### src/rtl/muldiv_pkg.sv
// Shared definitions for the HI/LO multiply/divide unit.
// Contents: operand width default, op-code constants, FSM state type and a
// helper that tells signed ops apart from unsigned ones.
package muldiv_pkg;

  localparam int WIDTH_DEF = 32;

  localparam logic [2:0] OP_MULT  = 3'd0;
  localparam logic [2:0] OP_MULTU = 3'd1;
  localparam logic [2:0] OP_DIV   = 3'd2;
  localparam logic [2:0] OP_DIVU  = 3'd3;
  localparam logic [2:0] OP_MTHI  = 3'd4;
  localparam logic [2:0] OP_MTLO  = 3'd5;

  typedef enum logic [1:0] {
    ST_IDLE = 2'd0,
    ST_RUN  = 2'd1,
    ST_FIX  = 2'd2
  } state_e;

  function automatic logic op_is_signed(input logic [2:0] op);
    return (op == OP_MULT) || (op == OP_DIV);
  endfunction

endpackage

### src/rtl/muldiv_hilo_unit_abs_neg.sv
// abs_neg: conditional two's-complement negation.
// Ports:
//   in_val  - value to pass through or negate
//   neg     - 1 selects the negated value
//   out_val - result (purely combinational)
// Used both for taking operand magnitudes and for restoring result signs.
module abs_neg #(
  parameter int WIDTH = 32
) (
  input  logic [WIDTH-1:0] in_val,
  input  logic             neg,
  output logic [WIDTH-1:0] out_val
);

  assign out_val = neg ? ({WIDTH{1'b0}} - in_val) : in_val;

endmodule

### src/rtl/muldiv_hilo_unit.sv
// muldiv_hilo_unit: iterative HI/LO multiply/divide unit for the EX stage.
// Ports:
//   Clk, Reset     - clock, asynchronous active-high reset
//   Start, Op      - request strobe and operation (MULT/MULTU/DIV/DIVU/MTHI/MTLO)
//   A, B           - rs / rt operands
//   Busy           - high while a multi-cycle operation is running
//   Done           - one-cycle pulse when a request completes
//   DivByZero      - sticky divide-by-zero flag, cleared by the next accepted Start
//   HI, LO         - architectural HI/LO registers
// Multiply and divide take 32 RUN iterations on magnitudes, then one FIX
// cycle that restores signs and writes HI/LO.
module muldiv_hilo_unit
  import muldiv_pkg::*;
#(
  parameter int WIDTH = WIDTH_DEF,
  parameter int CNT_W = 6
) (
  input  logic             Clk,
  input  logic             Reset,
  input  logic             Start,
  input  logic [2:0]       Op,
  input  logic [WIDTH-1:0] A,
  input  logic [WIDTH-1:0] B,
  output logic             Busy,
  output logic             Done,
  output logic             DivByZero,
  output logic [WIDTH-1:0] HI,
  output logic [WIDTH-1:0] LO
);

  state_e state_q, state_d;

  logic [CNT_W-1:0] cnt_q, cnt_d;
  logic             busy_q, busy_d;
  logic             done_q, done_d;
  logic             dbz_q, dbz_d;
  logic             is_div_q, is_div_d;
  logic             neg_hi_q, neg_hi_d;
  logic             neg_lo_q, neg_lo_d;
  logic [WIDTH-1:0] hi_q, hi_d;
  logic [WIDTH-1:0] lo_q, lo_d;
  logic [WIDTH-1:0] opb_q, opb_d;       // multiplicand or divisor magnitude
  logic [WIDTH:0]   work_hi_q, work_hi_d; // product high half / partial remainder
  logic [WIDTH-1:0] work_lo_q, work_lo_d; // multiplier bits / dividend-quotient bits

  logic             accept;
  logic             arith_op;
  logic             div_op;
  logic             div_zero;
  logic             sign_a;
  logic             sign_b;
  logic             last_iter;
  logic [WIDTH-1:0] mag_a;
  logic [WIDTH-1:0] mag_b;

  logic [2*WIDTH-1:0] prod_fix;
  logic [WIDTH-1:0]   quo_fix;
  logic [WIDTH-1:0]   rem_fix;

  logic [WIDTH:0]   mul_sum;
  logic [WIDTH+1:0] rem_shift;
  logic [WIDTH+1:0] rem_diff;

  assign accept    = Start && (state_q == ST_IDLE);
  assign arith_op  = (Op <= OP_DIVU);
  assign div_op    = (Op == OP_DIV) || (Op == OP_DIVU);
  assign div_zero  = div_op && (B == '0);
  assign sign_a    = op_is_signed(Op) && A[WIDTH-1];
  assign sign_b    = op_is_signed(Op) && B[WIDTH-1];
  assign last_iter = (cnt_q == CNT_W'(WIDTH - 1));

  // Operand magnitudes. |0x80000000| wraps to itself, which read as unsigned
  // is the correct magnitude, so the most-negative operand needs no special case.
  abs_neg #(.WIDTH(WIDTH)) u_abs_a (.in_val(A), .neg(sign_a), .out_val(mag_a));
  abs_neg #(.WIDTH(WIDTH)) u_abs_b (.in_val(B), .neg(sign_b), .out_val(mag_b));

  // Sign restoration applied in FIX.
  abs_neg #(.WIDTH(2*WIDTH)) u_fix_prod (
    .in_val ({work_hi_q[WIDTH-1:0], work_lo_q}),
    .neg    (neg_lo_q),
    .out_val(prod_fix)
  );
  abs_neg #(.WIDTH(WIDTH)) u_fix_quo (
    .in_val (work_lo_q),
    .neg    (neg_lo_q),
    .out_val(quo_fix)
  );
  abs_neg #(.WIDTH(WIDTH)) u_fix_rem (
    .in_val (work_hi_q[WIDTH-1:0]),
    .neg    (neg_hi_q),
    .out_val(rem_fix)
  );

  // State register
  always_ff @(posedge Clk or posedge Reset) begin
    if (Reset) begin
      state_q   <= ST_IDLE;
      cnt_q     <= '0;
      busy_q    <= 1'b0;
      done_q    <= 1'b0;
      dbz_q     <= 1'b0;
      is_div_q  <= 1'b0;
      neg_hi_q  <= 1'b0;
      neg_lo_q  <= 1'b0;
      hi_q      <= '0;
      lo_q      <= '0;
      opb_q     <= '0;
      work_hi_q <= '0;
      work_lo_q <= '0;
    end else begin
      state_q   <= state_d;
      cnt_q     <= cnt_d;
      busy_q    <= busy_d;
      done_q    <= done_d;
      dbz_q     <= dbz_d;
      is_div_q  <= is_div_d;
      neg_hi_q  <= neg_hi_d;
      neg_lo_q  <= neg_lo_d;
      hi_q      <= hi_d;
      lo_q      <= lo_d;
      opb_q     <= opb_d;
      work_hi_q <= work_hi_d;
      work_lo_q <= work_lo_d;
    end
  end

  // Next-state logic
  always_comb begin
    state_d = state_q;
    unique case (state_q)
      ST_IDLE: if (accept && arith_op && !div_zero) state_d = ST_RUN;
      ST_RUN:  if (last_iter) state_d = ST_FIX;
      ST_FIX:  state_d = ST_IDLE;
      default: state_d = ST_IDLE;
    endcase
  end

  // Datapath and output register updates
  always_comb begin
    cnt_d     = cnt_q;
    busy_d    = busy_q;
    done_d    = 1'b0;
    dbz_d     = dbz_q;
    is_div_d  = is_div_q;
    neg_hi_d  = neg_hi_q;
    neg_lo_d  = neg_lo_q;
    hi_d      = hi_q;
    lo_d      = lo_q;
    opb_d     = opb_q;
    work_hi_d = work_hi_q;
    work_lo_d = work_lo_q;

    // Multiply step: add multiplicand when the multiplier LSB is set, then
    // shift the whole {work_hi, work_lo} pair right by one.
    mul_sum   = work_hi_q + (work_lo_q[0] ? {1'b0, opb_q} : {(WIDTH+1){1'b0}});
    // Divide step: shift the next dividend bit into the partial remainder and
    // trial-subtract; the extra top bit of rem_diff is the borrow.
    rem_shift = {work_hi_q, work_lo_q[WIDTH-1]};
    rem_diff  = rem_shift - {2'b00, opb_q};

    unique case (state_q)
      ST_IDLE: begin
        if (accept) begin
          dbz_d = 1'b0;
          if (Op == OP_MTHI) begin
            hi_d   = A;
            done_d = 1'b1;
          end else if (Op == OP_MTLO) begin
            lo_d   = A;
            done_d = 1'b1;
          end else if (arith_op) begin
            if (div_zero) begin
              dbz_d  = 1'b1;
              done_d = 1'b1;
            end else begin
              busy_d    = 1'b1;
              cnt_d     = '0;
              is_div_d  = div_op;
              opb_d     = mag_b;
              work_hi_d = '0;
              work_lo_d = mag_a;
              neg_lo_d  = sign_a ^ sign_b;
              // Remainder takes the dividend's sign; product uses one sign for both halves.
              neg_hi_d  = div_op ? sign_a : (sign_a ^ sign_b);
            end
          end else begin
            done_d = 1'b1;
          end
        end
      end
      ST_RUN: begin
        cnt_d = cnt_q + CNT_W'(1);
        if (is_div_q) begin
          if (!rem_diff[WIDTH+1]) begin
            work_hi_d = rem_diff[WIDTH:0];
            work_lo_d = {work_lo_q[WIDTH-2:0], 1'b1};
          end else begin
            work_hi_d = rem_shift[WIDTH:0];
            work_lo_d = {work_lo_q[WIDTH-2:0], 1'b0};
          end
        end else begin
          work_hi_d = {1'b0, mul_sum[WIDTH:1]};
          work_lo_d = {mul_sum[0], work_lo_q[WIDTH-1:1]};
        end
      end
      ST_FIX: begin
        if (is_div_q) begin
          hi_d = rem_fix;
          lo_d = quo_fix;
        end else begin
          hi_d = prod_fix[2*WIDTH-1:WIDTH];
          lo_d = prod_fix[WIDTH-1:0];
        end
        done_d = 1'b1;
        busy_d = 1'b0;
      end
      default: begin
        busy_d = 1'b0;
      end
    endcase
  end

  assign Busy      = busy_q;
  assign Done      = done_q;
  assign DivByZero = dbz_q;
  assign HI        = hi_q;
  assign LO        = lo_q;

endmodule

### config.mk
export PLATFORM = sky130hd
export DESIGN_NAME = muldiv_hilo_unit
export DESIGN_NICKNAME = d
export VERILOG_FILES = /design/src/rtl/muldiv_pkg.sv /design/src/rtl/muldiv_hilo_unit_abs_neg.sv /design/src/rtl/muldiv_hilo_unit.sv
export SDC_FILE = /design/constraint.sdc
export NUM_CORES = 1
export LEC_CHECK = 0
export CAP_MARGIN = 20
export CORE_MARGIN = 4
export CORE_UTILIZATION = 30
export CTS_CLUSTER_DIAMETER = 40
export DETAILED_ROUTE_END_ITERATION = 8
export PLACE_DENSITY = 0.49
export SYNTH_ARGS = -nofsm -noshare
export SYNTH_HDL_FRONTEND = slang
export SYNTH_HIERARCHICAL = 1
export SYNTH_SLANG_ARGS = --single-unit
### constraint.sdc
create_clock -name Clk -period 6.07 [get_ports Clk]
set_clock_uncertainty 0.1 [all_clocks]
set_input_delay 0.607 -clock Clk [delete_from_list [all_inputs] [get_ports Clk]]
set_output_delay 0.607 -clock Clk [all_outputs]
set_load 0.03 [all_outputs]
==> flow_metrics.tcl <==
set metrics [dict create \
    grt_max_degree 100 \
    cp-start-kind "register" \
    crit_chain "ha_1, a21o_1, a211o_1, o211ai_2, a21boi_1, o2bb2ai_2, a21o_1, a211oi_4, buf_4, nand2_1, o211ai_1" \
    ir_drop_mv 0.232 \
    cts_setup_buffers 0 \
    grt_pass1_vias 15359 \
    syn_area_per_cell_sq_um 8.45 \
    path_clk_slew_ps 70 \
    synth_ff_type "dfrtp_1" \
    crit_type "register to register" \
    tns_ps 0 \
    grtUsageMet2 0.301 \
    critical_path.top_delay_family "compound AO/OA/AOI/OAI gates" \
    fin_crit_sh 0.706 \
    busiest_layer "met2" \
    outcome "complete, no violations" \
    core_sq_mm 0.0552 \
    synth_common_cells "xnor2_1, dfrtp_1, nand2_1, nor2_1, mux2i_1" \
    cp_max_fo 18 \
    synth_warnings 6 \
    drc 0 \
    worst_path_max_delay_cell "a211oi_4" \
    drive_gt1_frac 0.0524 \
    die_area_sq_mm 0.0598 \
    synth-async-reset-ratio 1.00 \
    wl_mm 57.8 \
    min_path_type "register to register" \
    insertion_delay_ps 500 \
    io-pin-count 137 \
    drv_slew 0 \
    die_h_microns 245 \
    crit_required_ps 6380 \
    grt_pass1_wl_mm 89.7 \
    yosys-top-cells-area "dfrtp_1, xnor2_1, mux2i_1, ha_1, a21o_1" \
    rsz0062_at_grt "no" \
    seq_area_frac_synth 0.261 \
    final_nets 2190 \
    drt_iter0_markers 1300 \
    arrival_ps 4590 \
    synthCells 1986 \
    antenna_found_initial 0 \
    cp_common_cell "a21o_1" \
    synth_nets 2128 \
    grt.met3_usage 0.0293 \
    postCtsHoldBufs 0 \
    routedWlPerCell_microns 20.6 \
    grt.total_usage 0.190 \
    yosysTopAreaCell "dfrtp_1" \
    cp_num_buf_inv 1 \
    firstDrtPassIters 5 \
    synth.cell_area_sq_mm 0.0168 \
    setup_viol 0 \
    cts_tree "yes" \
    drv_cap 0 \
    ys_types 78 \
    via_per_inst 5.63 \
    power_w 0.00253 \
    grt.met1_usage 0.261 \
    yosysMostFrequentCell "xnor2_1" \
    port_buffers 136 \
    cts_buffer_depth 2 \
    dpl_cell_area_sq_mm 0.0189 \
    clock-sinks 175 \
    dieWidth_microns 245 \
    cts_inserted_buffers 17 \
    final_cell_count_no_fill 2808 \
    worst_pin_slew_ps 1070 \
    cts_htree_levels 4 \
    p_per_area_mw_per_mm2 130 \
    synth_top_area_frac 0.261 \
    cts_root_buffer "clkbuf_16" \
    ant_nets 0 \
    cp-end-kind "register" \
    slew_headroom 0.280 \
    dp_cells 2776 \
    dp_hpwl_mm 43.1 \
    slowest_delay_ps 830 \
    finalHoldViolCount 0 \
    num_rows 86 \
    max_clock_freq_ghz 0.233 \
    period_needed_ps 4280 \
    num_antenna_cells 0 \
    routabilityCongestion 0.919 \
    initial_core_util 0.304 \
    cts.repair.resized 0 \
    ys_ff_latch 175 \
    synth_edf_count 0 \
    p_leak_nw 8.46 \
    vias 15819 \
    final_area_sq_mm 0.0195 \
    area_delta_synth_final_pct 16.0 \
    grt-ovfl-total 0 \
]
[through the flow]
stage / worst slack [ps] / util / hold slack [ps]
2_1_floorplan: 618 / - / 353
3_3_place_gp: 1580 / 0.341 / 360
3_5_place_dp: 1780 / 0.342 / 366
4_1_cts: 1770 / 0.353 / 382
5_1_grt: 1510 / 0.353 / 390
6_report: 1790 / 0.353 / 375
[cells in the final DEF, fill, tap and decap left out, drive strengths merged, types with 23 or more instances in the layout]
master         instances
xnor2                209
dfrtp                175
nand2                156
o21ai                141
nor2                 139
clkdlybuf4s50        136
mux2i                115
a21o                 101
a21oi                 76
inv                   75
a211oi                74
ha                    70
o41ai                 64
o31ai                 55
a221o                 38
or4                   35
and2                  34
nor4                  30
xor2                  28
nand2b                26
or3                   24
buf                   23
[final timing paths]
| path | start | endpoint | slack (ps) | cells past startpoint |
|---|---|---|---|---|
| max | work_hi_q[3] | work_hi_q[17] | 1790 | 11 |
| min | HI[17] | HI[17] | 380 | 1 |
| max reg2reg | work_hi_q[3] | work_hi_q[17] | 1790 | 11 |
| min reg2reg | HI[17] | HI[17] | 380 | 1 |
| max in group asynchronous | Reset | is_div_q | 4300 | 3 |
| min in group asynchronous | Reset | HI[7] | 510 | 2 |
[flip-flops by register name, indices dropped and copies added (netlist names)]
register / flops
HI: 32
opb_q: 32
work_lo_q: 32
state_q: 2
LO: 32
neg_lo_q: 1
Busy: 1
cnt_q: 6
work_hi_q: 33
DivByZero: 1
is_div_q: 1
neg_hi_q: 1
Done: 1
[layer usage]
layer	up-vias	share of wire
met1	7670	0.46
met4	0	0.033
li1	7549	-
met3	92	0.053
met5	-	0
met2	508	0.45
[report_power, final]
group / switching, W / internal, W
Combinational: 0.000112 / 0.0000822
Sequential: 0 / 0.00117
Clock: 0.000524 / 0.000647
Total: 0.000637 / 0.00190
[final cells by class]
type                    instances  area (sq um)
fillers                      5731         35700
multi-input cells            1623         11700
flip-flops and latches        175          4380
repair buffers                160          1580
well taps                     748           936
clock buffers                  19           433
inverters                      71           272
clock inverters                12           160
[kinds of logic (layout without fill, tap and decap cells)]
kind of cell,Yosys count,in the layout,share of synthesized area
xor gates and xnor gates,237,237,0.124
and+or+nand+nor,565,565,0.174
muxes,117,117,0.0699
adders and majority gates,72,72,0.0546
buffers and inverters,188,262,0.0456
AOI/OAI and AO/OA,632,632,0.271
DFF,175,175,0.261
Power figures use the tool's default switching activity.
